$ cat src/rtl/uart_operand_loader.sv
// Purpose: 8N1 UART receiver that assembles 4 weight + 8 activation bytes into one operand vector.
// Latency: byte_valid one cycle after the stop-bit sample; vector_valid coincident with the 12th byte_valid.
// Backpressure: none; the consumer must take each vector before the next one completes.
module uart_operand_loader #(
   parameter int CLKS_PER_BIT = 16
) (
   input  logic        clk,
   input  logic        rst,
   input  logic        rx,
   output logic [31:0] top_inputs,
   output logic [63:0] left_inputs,
   output logic        vector_valid,
   output logic [7:0]  byte_out,
   output logic        byte_valid,
   output logic        frame_err,
   output logic [5:0]  vectors_count
);

   localparam int H  = CLKS_PER_BIT / 2;
   localparam int CW = $clog2(CLKS_PER_BIT);

   typedef enum logic [2:0] {
      S_IDLE,
      S_START,
      S_DATA,
      S_STOP,
      S_BREAK
   } state_t;

   state_t        state;
   logic [CW-1:0] clk_cnt;
   logic [2:0]    bit_idx;
   logic [7:0]    shreg;
   logic [3:0]    byte_idx;
   logic [95:0]   shadow;
   logic          rx_meta;
   logic          rx_s;

   // Two-flop synchroniser; resets to the idle (high) line level.
   always_ff @(posedge clk) begin
      if (rst) begin
         rx_meta <= 1'b1;
         rx_s    <= 1'b1;
      end else begin
         rx_meta <= rx;
         rx_s    <= rx_meta;
      end
   end

   // Receive FSM, byte steering into the shadow register and vector hand-off.
   always_ff @(posedge clk) begin
      if (rst) begin
         state         <= S_IDLE;
         clk_cnt       <= '0;
         bit_idx       <= '0;
         shreg         <= '0;
         byte_idx      <= '0;
         shadow        <= '0;
         top_inputs    <= '0;
         left_inputs   <= '0;
         vector_valid  <= 1'b0;
         byte_out      <= '0;
         byte_valid    <= 1'b0;
         frame_err     <= 1'b0;
         vectors_count <= '0;
      end else begin
         vector_valid <= 1'b0;
         byte_valid   <= 1'b0;
         frame_err    <= 1'b0;
         case (state)
            S_IDLE: begin
               if (!rx_s) begin
                  state   <= S_START;
                  clk_cnt <= '0;
               end
            end
            S_START: begin
               // Mid-start-bit check rejects short glitches on the line.
               if (clk_cnt == CW'(H - 1)) begin
                  clk_cnt <= '0;
                  bit_idx <= '0;
                  state   <= rx_s ? S_IDLE : S_DATA;
               end else begin
                  clk_cnt <= clk_cnt + 1'b1;
               end
            end
            S_DATA: begin
               if (clk_cnt == CW'(CLKS_PER_BIT - 1)) begin
                  clk_cnt <= '0;
                  shreg   <= {rx_s, shreg[7:1]};
                  bit_idx <= bit_idx + 3'd1;
                  if (bit_idx == 3'd7) begin
                     state <= S_STOP;
                  end
               end else begin
                  clk_cnt <= clk_cnt + 1'b1;
               end
            end
            S_STOP: begin
               if (clk_cnt == CW'(CLKS_PER_BIT - 1)) begin
                  clk_cnt <= '0;
                  if (rx_s) begin
                     state      <= S_IDLE;
                     byte_out   <= shreg;
                     byte_valid <= 1'b1;
                     shadow[{byte_idx, 3'b000} +: 8] <= shreg;
                     if (byte_idx == 4'd11) begin
                        // Last byte goes straight to the output so both vectors update together.
                        top_inputs    <= shadow[31:0];
                        left_inputs   <= {shreg, shadow[87:32]};
                        vector_valid  <= 1'b1;
                        vectors_count <= vectors_count + 6'd1;
                        byte_idx      <= '0;
                     end else begin
                        byte_idx <= byte_idx + 4'd1;
                     end
                  end else begin
                     // Bad stop bit: drop the byte and the partial vector.
                     frame_err <= 1'b1;
                     byte_idx  <= '0;
                     state     <= S_BREAK;
                  end
               end else begin
                  clk_cnt <= clk_cnt + 1'b1;
               end
            end
            S_BREAK: begin
               // Wait out a held-low line so it raises only one frame error.
               if (rx_s) begin
                  state <= S_IDLE;
               end
            end
            default: begin
               state <= S_IDLE;
            end
         endcase
      end
   end

endmodule

$ cat config.mk
export PLATFORM = sky130hd
export DESIGN_NAME = uart_operand_loader
export DESIGN_NICKNAME = d
export VERILOG_FILES = /design/src/rtl/uart_operand_loader.sv
export SDC_FILE = /design/constraint.sdc
export NUM_CORES = 1
export LEC_CHECK = 0
export CAP_MARGIN = 10
export CORE_MARGIN = 4
export CORE_UTILIZATION = 35
export CTS_CLUSTER_DIAMETER = 200
export DETAILED_ROUTE_END_ITERATION = 12
export DONT_BUFFER_PORTS = 1
export GPL_ROUTABILITY_DRIVEN = 0
export SLEW_MARGIN = 10
export SYNTH_ARGS = -nofsm -noshare
export SYNTH_HDL_FRONTEND = slang
export SYNTH_SLANG_ARGS = --single-unit
$ cat constraint.sdc
create_clock -name clk -period 4.6 [get_ports clk]
set_clock_uncertainty 0.15 [all_clocks]
set_input_delay 0.92 -clock clk [delete_from_list [all_inputs] [get_ports clk]]
set_output_delay 0.92 -clock clk [all_outputs]
set_load 0.005 [all_outputs]
== After elaboration in Yosys (flattened, before gate mapping) ==
Index checks and enable logic that the tools add are counted.

* Add/subtract/negate cells: 5
* Multiplexer cells: 22
* Eq/ne operators: 14
* Shift operators: 2
* Bitwise operators: 3
* Reductions and logical operators: 13

{| class="wikitable"
|+ Operator list
! operator !! count
|-
| $bwmux 96 || 1
|-
| $shift 8x9->96 const A || 1
|-
| $shiftx 8x9->96 || 1
|-
| $mux 3 || 9
|-
| $mux 4 || 5
|-
| $pmux 3 s5 || 1
|-
| $ne 2x2->1 const B || 6
|-
| $pmux 4 s3 || 1
|-
| $neg 7->9 || 1
|-
| $add 4x1->4 const B || 2
|-
| $eq 4x4->1 const B || 2
|-
| $add 6x1->6 const B || 1
|-
| $eq 3x2->1 const B || 2
|-
| $eq 3x3->1 const B || 2
|-
| $pmux 3 s2 || 1
|-
| $reduce_and 2->1 || 3
|-
| $reduce_and 3->1 || 2
|-
| $reduce_and 6->1 || 1
|-
| $eq 4x3->1 const B || 1
|-
| $reduce_and 4->1 || 1
|-
| $reduce_or 4->1 || 1
|-
| $add 3x1->3 const B || 1
|-
| $eq 3x1->1 const B || 1
|-
| $logic_not 3->1 || 1
|-
| other kinds (7) || 11
|}

* Register bits: 233
* Input bits: 3
* Logic and storage cells: 74
* Output and inout bits: 113

== Depth between registers and ports, before layout ==
* Depth in word-level cells: 4
* Depth in mapped cells: 8
* Mapped depth without buffers: 6

== Least setup slack after synthesis ==
OpenSTA, ideal clock, no wires.

* Kind: register to register
* From: register byte_idx[0]
* To: register shadow[54]
* Data required time: 4321 ps
* Library setup time: 129 ps
* Arrival time: 2230 ps
* Path slack: 2091 ps
* Clock period less this slack: 2509 ps
* Cell stages (with the launch flop): 9
* Path through: dfxtp_1 clkbuf_1 inv_1 ha_1 or3b_2 a2111o_1 clkbuf_1 nand3b_1 o21ai_0

* Cells in the longest elaborated chain, start to end: 3
* Elaborated cells on any way between the ends: 4
* Those cells by class: add/sub: 1; shift: 2; mux: 1

{| class="wikitable"
|+ RTL lines
! item !! line !! RTL
|-
| from (decl) || 34 || <nowiki>logic [3:0] byte_idx;</nowiki>
|-
| from (signal assigned) || 115 || <nowiki>byte_idx <= byte_idx + 4'd1;</nowiki>
|-
| $neg 7->9 * || 106 || <nowiki>shadow[{byte_idx, 3'b000} +: 8] <= shreg;</nowiki>
|-
| $shiftx 8x9->96 or $shift 8x9->96 (tied branches) || 106 ||
|-
| $bwmux 96 * || 106 ||
|-
| to (signal, indexed assignment) || 106 ||
|-
| to (decl) || 35 || <nowiki>logic [95:0] shadow;</nowiki>
|}

Every way passes the cells marked *; elsewhere a longest branch is shown, timed or not.
A chain may end at the register's enable or synchronous reset.

== Worst setup path in the final report ==
* From: register byte_idx[0]
* To: register shadow[29]

The elaborated chain is that of the path after synthesis.

==> flow_summary.ini <==
[route]
drt_wl_total_um = 21950
ant_nets = 0
drtIter0Drc = 518
wl_per_cell_um = 16.78
first_pass_iters = 4
viasPerCell = 4.980
num_vias = 6514
drc_errors = 0

[sta]
hold_viol = 0
timing.hold.ws_ns = 0.2682
setup_viol = 0
finalSetupTns_ns = 0
timing.slew.headroom_pct = 23.26
fmax_ghz = 0.3179
setup_slack_ns = 1.454
rsz0062_at_grt = false
period_share_pct = 68.39
maxSlewViolCount = 0
worst_pin_slew_ns = 1.143
finalCriticalPeriod_ns = 3.146

[synth]
netlist_top_cells_area = dfxtp_1 (51%), nand2_1 (10%), mux2i_1 (8.2%)
yosys.area_share.simple_pct = 24.94
ys_types = 46
netlist_instances = 1011
synth_edf_count = 0
synth_xor_area_share_pct = 0.5958
synth_compound_gate_area_share_pct = 10.38
muxShareOfSynthArea_pct = 8.171
ys.flop_type = dfxtp_1
synth.largest_area_cell = dfxtp_1
ys_seq_area_share_pct = 51.07
syn-num-nets = 1022
syn-cell-area_mm2 = 0.008820
synth_top_area_share_pct = 51.07
synth_seq_cells = 225
ys_warn_count = 0
synth_adder_area_share_pct = 1.135
synth_top_family_by_area = simple AND/OR/NAND/NOR gates
ys_async_sr_fraction_pct = 0
syn_area_per_cell_um2 = 8.724

[floorplanning]
dieArea_mm2 = 0.02780
rows = 57
num_io_pins = 116
core_mm2 = 0.02453
dieWidth_um = 166.7
die_h_um = 166.7
initial_utilization_pct = 35.95

[critical_path]
crit_path_end_kind = flip-flop
worstPathRequired_ns = 4.90
crit_path_start_kind = flip-flop
path_max_fanout = 15
crit_type = reg -> reg
arrival_ns = 3.44

[final_layout]
fillCellCount = 2533
drive_gt1_share_pct = 6.504
insertedDiodeCount = 0
final_area_mm2 = 0.009864
layout_common_cells = nand2_1 (236), dfxtp_1 (225), a21oi_1 (134), nand2b_1 (89), mux2i_1 (72)
fin_nets = 976
final_cell_count_no_fill = 1308
layout_commonest_cell = nand2_1
area_growth_pct = 11.85

[place]
placedCellCount = 1262
io_buffers = 0
dpl.hpwl_um = 14150
post_dp_cell_area_mm2 = 0.008972
place_ws_ns = 1.540

[cts]
worst_skew_pair.late_latency_ns = 0.53
clk_path_buf_depth = 3
cts-htree-levels = 1
cts_tree = built
cts.sinks = 225
hold_buffers = 0
cts_buffers = 25
clk_pin_slew_worst_paths_ns = 0.06
cts_root_buf = clkbuf_16
cts_resized = 0
cts_setup_buffers = 0

[grt]
antenna_found_initial = 0
grt_max_degree = 228
grt_use_total_pct = 15.23
grt_pass1_wl_um = 35160
grt_pass1_vias = 6286
grt-ovfl-total = 0

[power]
p_seq_share_pct = 47.7
p_sw_share_pct = 20.19
p_clk_share_pct = 51.8
intPower_mw = 3.271
power_frac_comb_pct = 0.5
peakVddDrop_v = 0.0002291
p_switching_uw = 827.8
p_leak_nw = 3.481
power_density_mw_per_mm2 = 415.6

[min_path]
hp-class = reg -> reg

[job]
drv_cap = 0

[outcome]
status = finished, final reports clean
cell usage after synthesis (2+ instances only):
master / count
or3b_2: 3
and3b_1: 4
and3_1: 2
inv_1: 3
nand2_1: 236
or4_1: 2
ha_1: 8
nor4b_1: 2
nand2b_1: 89
nand3_1: 10
or3_1: 9
nor3b_1: 9
nand4_1: 13
a2111oi_0: 2
nor2b_1: 3
nor3_1: 3
clkbuf_1: 58
a21oi_1: 134
nand3b_1: 16
and2_1: 3
o21ai_0: 32
mux2i_1: 72
xnor2_1: 5
nor4_1: 7
buf_1: 7
a211oi_1: 2
or2_2: 5
nor2_1: 19
buf_2: 12
dfxtp_1: 225
logic make-up (layout without fill, tap and decap cells):
kind of cell / after synthesis / in the layout
mux: 72 / 72
simple gates: 442 / 442
fa+ha+maj: 8 / 8
flops: 225 / 225
buf+inv: 81 / 54
xor+xnor: 6 / 6
compound gates: 177 / 177
area by class of cell:
| type | instances | area [µm²] | area share, % |
|---|---|---|---|
| Clock buffer | 27 | 643.1 | 6.520 |
| Multi-Input combinational cell | 705 | 4014 | 40.69 |
| Tap cell | 324 | 405.4 | 4.110 |
| Timing Repair Buffer | 5 | 37.54 | 0.3805 |
| Sequential cell | 225 | 4504 | 45.66 |
| Clock inverter | 19 | 249.0 | 2.524 |
| Inverter | 3 | 11.26 | 0.1142 |
per-layer routing:
layer  global-route usage (%)  routed length [µm]  part of all wire (%)  vias up
met3                    4.456                1512                   6.9       29
met4                    3.131                 380                   1.7        0
met1                    20.12                9792                    45     3053
met2                    25.00               10260                    47      139
li1                         -                   -                     -     3293
met5                        0                   0                     0        -
path summary, 6_finish.rpt:
| check | cells past startpoint | slack, ns | start | endpoint |
|---|---|---|---|---|
| worst max-delay path | 5 | 1.45 | byte_idx[0] | shadow[29] |
| worst min-delay path | 1 | 0.27 | rx_meta | rx_s |
| worst max register to register | 5 | 1.45 | byte_idx[0] | shadow[29] |
| worst min register to register | 1 | 0.27 | rx_meta | rx_s |
power by group through the flow:
stage | logic, mW | registers [mW] | clock network [mW]
final | 0.0211 | 1.95 | 2.12
after global routing | 0.0229 | 1.95 | 2.25
after detailed placement | 0.0210 | 2.00 | 0
after CTS | 0.0211 | 1.95 | 2.17
after global placement | 0.0209 | 2.00 | 0
after floorplan | 0.0451 | 1.99 | 0
stage by stage:
step | power (mW) | utilization [%]
floorplan | 2.040 | -
global placement | 2.019 | 36.57
detailed placement | 2.019 | 36.57
CTS | 4.147 | 40.21
global route | 4.228 | 40.21
finish | 4.099 | 40.21
critical path, cell delays in order, from the launching register on:
cell and delay (ns):
dfxtp_1 0.60, inv_1 0.12, ha_1 0.32, xnor2_1 0.82, nand4_1 0.71, mux2i_1 0.34
flip-flops by register name, indices dropped and copies added, names as in the netlist, 4 cells and up:
register,count
vectors_count,6
shreg,8
clk_cnt,4
shadow,88
left_inputs,64
top_inputs,32
byte_idx,4
byte_out,8
(Power assumes the default switching activity.)
==> patch 1: new RTL, same flow settings <==
Make the reset (`rst`) asynchronous in 2 clocked blocks. Comments in the files are not updated.
--- a/src/rtl/uart_operand_loader.sv
+++ b/src/rtl/uart_operand_loader.sv
@@ -37,7 +37,7 @@
    logic          rx_s;
 
    // Two-flop synchroniser; resets to the idle (high) line level.
-   always_ff @(posedge clk) begin
+   always_ff @(posedge clk or posedge rst) begin
       if (rst) begin
          rx_meta <= 1'b1;
          rx_s    <= 1'b1;
@@ -48,7 +48,7 @@
    end
 
    // Receive FSM, byte steering into the shadow register and vector hand-off.
-   always_ff @(posedge clk) begin
+   always_ff @(posedge clk or posedge rst) begin
       if (rst) begin
          state         <= S_IDLE;
          clk_cnt       <= '0;
Check against the original RTL: no difference found for any inputs over 4 cycles, from zero or initial values and one cycle with rst high; that may be too few to reach the edited logic, so the function may still have changed.
==> patch 1 against the original RTL <==
Die area rose by 2.1%; worst setup slack got worse by 0.019 ns; final area rose by 3.5%; synthesized area rose by 2.2%; core utilization rose by 0.21 points; sequential cell count did not move; routed wire length fell by 11%; highest routed layer unchanged.
Power is not compared: it rests on default switching activity, and its combinational part moved more than twofold at a synthesized area within 25%.
==> patch 1: results (changes against the original RTL) <==
dp_cells: 928  # -26%
min_to: "rx_s$_DFF_PP1_"
wl_per_cell_um: 20.1  # +20%
layout-drive-gt1-share_pct: 37.2  # +31 points
status: "completed"
regToRegSetupSlack_ns: 1.43  # -0.02 ns
grt_max_degree: 130  # -43%
cp.arrival_ns: 3.42  # -0.02 ns
dp_hpwl_mm: 12.7  # -10%
drtIter0Drc: 350  # -32%
synth_common_cells: "dfrtp_1, mux2_2, nand2_1"
grt_pass1_vias: 5191  # -17%
vias_per_cell: 5.06  # +1.5%
p_int_w: 0.00336
holdPathStages: 0  # -1
gr-usage-all-layers_pct: 13.6  # -1.6 points
port_buffers: 0  # unchanged
r2r_cells: 7  # +2
cpPeakStageDelay_ns: 0.69  # -0.13 ns
relSlewSlack_pct: 48.8  # +26 points
syn_area_per_cell_um2: 14.4  # +65%
holdWs_ns: 0.205  # -0.0631 ns
crit_slowest_cell: "dfrtp_1"
grt_pass1_wl_mm: 30.9  # -12%
reg2reg_to: "shadow[26]$_DFFE_PP0P_"
clock_latency_ns: 0.52
fin_cells: 972  # -26%
worst-path-max-fanout: 18  # +3
cts_buffer_depth: 3  # unchanged
postSynth.asyncResetShare_pct: 100  # +100 points
synth_nets: 637  # -38%
synth_area_leaders: "dfrtp_1, mux2_2, mux2_4"
synth.distinct_cells: 46  # unchanged
timing.rr.start: "byte_idx[0]$_DFFE_PP0P_"
yosysSeqAreaShare_pct: 62.5  # +11 points
min_from: "rx_meta$_DFF_PP1_"
## patch 1: power by group through the flow
stage	combinational, W	clock [W]	sequential [W]
CTS	0.000182	0.00213	0.00207
global placement	0.000168	0	0.00210
global route	0.000208	0.00221	0.00207
finish	0.000178	0.00206	0.00207
detailed placement	0.000182	0	0.00210
floorplan	0.000145	0	0.00208
## patch 1: cell families (layout without fill, tap and decap cells)
kind of cell	Yosys count	after routing	share of synthesized area [%]
DFF	225	225	62.5
AOI/OAI and AO/OA	40	40	2.64
muxes	187	187	24.0
xor gates and xnor gates	10	10	0.972
adders and majority gates	8	8	1.11
and+or+nand+nor	111	111	6.66
buffers and inverters	45	61	2.17
## patch 1: per-stage QoR
stage	area [um^2]	power [W]
after floorplan	9020	0.00223
after global placement	9350	0.00226
after detailed placement	9350	0.00228
after CTS	10200	0.00438
after global routing	10200	0.00449
final	10200	0.00431
## patch 1: how the worst max path moves through the flow
| stage | start | end | slack, ns | cells after the start |
|---|---|---|---|---|
| global route | byte_idx[0]$_DFFE_PP0P_ | shadow[30]$_DFFE_PP0P_ | 1.20 | 7 |
| detailed placement | byte_idx[0]$_DFFE_PP0P_ | shadow[26]$_DFFE_PP0P_ | 1.44 | 7 |
| floorplan | rst | bit_idx[0]$_DFFE_PP0P_ | 0.59 | 1 |
| global placement | clk_cnt[0]$_DFFE_PP0P_ | shadow[83]$_DFFE_PP0P_ | 1.60 | 7 |
| CTS | byte_idx[0]$_DFFE_PP0P_ | shadow[26]$_DFFE_PP0P_ | 1.44 | 7 |
| finish | byte_idx[0]$_DFFE_PP0P_ | shadow[26]$_DFFE_PP0P_ | 1.43 | 7 |
## patch 1: worst max-delay path: cells and delay by family, from the launching register on
family | cells | cell delay, ns
AOI/OAI and AO/OA | 2 | 0.55
adders and majority gates | 1 | 0.33
buffers and inverters | 1 | 0.17
DFF | 1 | 0.69
muxes | 1 | 0.41
and+or+nand+nor | 2 | 0.74
## patch 1: cell type report
class                   count  area (um^2)
clock buffers              35          703
clock inverters             9          158
fillers                  2272        15000
inverters                  13         52.6
multi-input cells         356         3190
flip-flops and latches    225         5630
well taps                 330          413
repair buffers              4         55.1
## patch 1: layer usage
metal / vias to the layer above / global-route usage (%) / wire (um)
met2: 127 / 21.7 / 9280
met1: 2569 / 18.1 / 8390
li1: 2187 / - / -
met3: 31 / 3.83 / 1360
met5: - / 0 / 0
met4: 0 / 4.30 / 488
==> patch 2: new RTL, config.mk and constraints unchanged <==
Without the edit above. Set the parameter `CLKS_PER_BIT` to 64 (it was 16).
--- a/src/rtl/uart_operand_loader.sv
+++ b/src/rtl/uart_operand_loader.sv
@@ -2,7 +2,7 @@
 // Latency: byte_valid one cycle after the stop-bit sample; vector_valid coincident with the 12th byte_valid.
 // Backpressure: none; the consumer must take each vector before the next one completes.
 module uart_operand_loader #(
-   parameter int CLKS_PER_BIT = 16
+   parameter int CLKS_PER_BIT = 64
 ) (
    input  logic        clk,
    input  logic        rst,
Function: same outputs for any inputs over 4 cycles, from zero or initial values and one cycle with rst high; that may be too few to reach the edited logic, so the function may still have changed.
==> patch 2 against the original RTL <==
Core utilization decreased by 0.88 points; worst hold slack got worse by 0.0063 ns; die area decreased by 2.2%; cell count decreased by 1.7%; critical endpoint is now shadow[86]$_SDFFE_PP0P_; fmax decreased by 3.6%; worst setup slack got worse by 0.12 ns; largest cell class unchanged; final area decreased by 3.3%; total power decreased by 6.0%; synthesized area decreased by 2.4%; critical path type unchanged; sequential cell count increased by 2; largest power group is now registers; routed wire length decreased by 0.85%; highest routed layer unchanged.
==> patch 2: results (changes against the original RTL) <==
clk-power_w: 0.00186  # -12%
vdd_drop_max_uv: 219  # -4.5%
clock_latency_ns: 0.51  # -0.02 ns
leakage_nw: 3.34  # -4.0%
cp-endpoint: "shadow[86]$_SDFFE_PP0P_"
power_density_nw_per_um2: 404  # -2.8%
dr.pass1.iters: 4  # unchanged
layout-drive-gt1-share_pct: 6.96  # +0.46 points
dp_hpwl_mm: 14.0  # -1.0%
dpl_cell_area_um2: 8760  # -2.3%
drtIter0Drc: 397  # -23%
tightest_slew_ns: 1.09  # -0.0505 ns
timing.final.crit_period_ns: 3.26  # +0.117 ns
antenna_cells: 0  # unchanged
dp_cells: 1242  # -1.6%
fin_cells: 1286  # -1.7%
gr-usage-all-layers_pct: 15.4  # +0.15 points
grt_pass1_vias: 5933  # -5.6%
synth-xor-area-share_pct: 0.407  # -0.19 points
start_kind: "flip-flop"
timing.rr.start: "clk_cnt[0]$_SDFFE_PP0P_"
p_sw_share_pct: 20.5  # +0.28 points
vias_per_cell: 4.93  # -0.93%
synth_common_cells: "nand2_1, dfxtp_1, a21oi_1"
cts-buffers-inserted: 24  # -4.0%
synth_nets: 998  # -2.3%
synth_area_leaders: "dfxtp_1, nand2_1, mux2i_1"
synth_compound_area_share_pct: 10.2  # -0.14 points
routed_wl_mm: 21.8  # -0.85%
synth.distinct_cells: 53  # +15%
nNetsFinal: 955  # -2.2%
worst-path-max-fanout: 21  # +6
synth.area.mux_share_pct: 10.5  # +2.3 points
holdWs_ns: 0.262  # -0.00634 ns
cp.arrival_ns: 3.54  # +0.10 ns
seqPwrFrac_pct: 51.1  # +3.4 points
grt_max_degree: 150  # -34%
place_ws_ns: 1.38  # -0.160 ns
status: "completed"
grt_pass1_wl_mm: 33.4  # -4.9%
synthAdderAreaFrac_pct: 1.16  # +0.027 points
yosysSeqAreaShare_pct: 52.8  # +1.7 points
-- patch 2: cell types whose count changed in the layout (fill, tap and decap cells not counted), sizes merged, moves of 8 or more --
cell    delta
nand2     +84
nand2b    -84
o21ai     -20
mux2i     +16
nand3b    -14
clkbuf     +9
nand3      +9
nand4      -8
nor3b      -8
-- patch 2: critical path, stage by stage, from the launching register on --
cell and delay, ns:
dfxtp_1 0.36, ha_1 0.23, and4_1 0.54, nand3_2 0.53, nor4b_2 1.09, mux2i_1 0.28
-- patch 2: area by class of cell --
class,count,area (um^2)
Clock inverter,8,46.3
Inverter,7,26.3
Sequential cell,227,4540
Tap cell,324,405
Clock buffer,36,727
Timing Repair Buffer,5,37.5
Multi-Input combinational cell,679,3750
Fill cell,2449,14700
-- patch 2: layer usage --
layer	share of wire (%)	vias up	track usage [%]
met3	8.0	35	4.92
met1	45	2975	20.1
met2	45	128	24.3
met4	2.4	0	4.80
met5	0	-	0
li1	-	3207	-
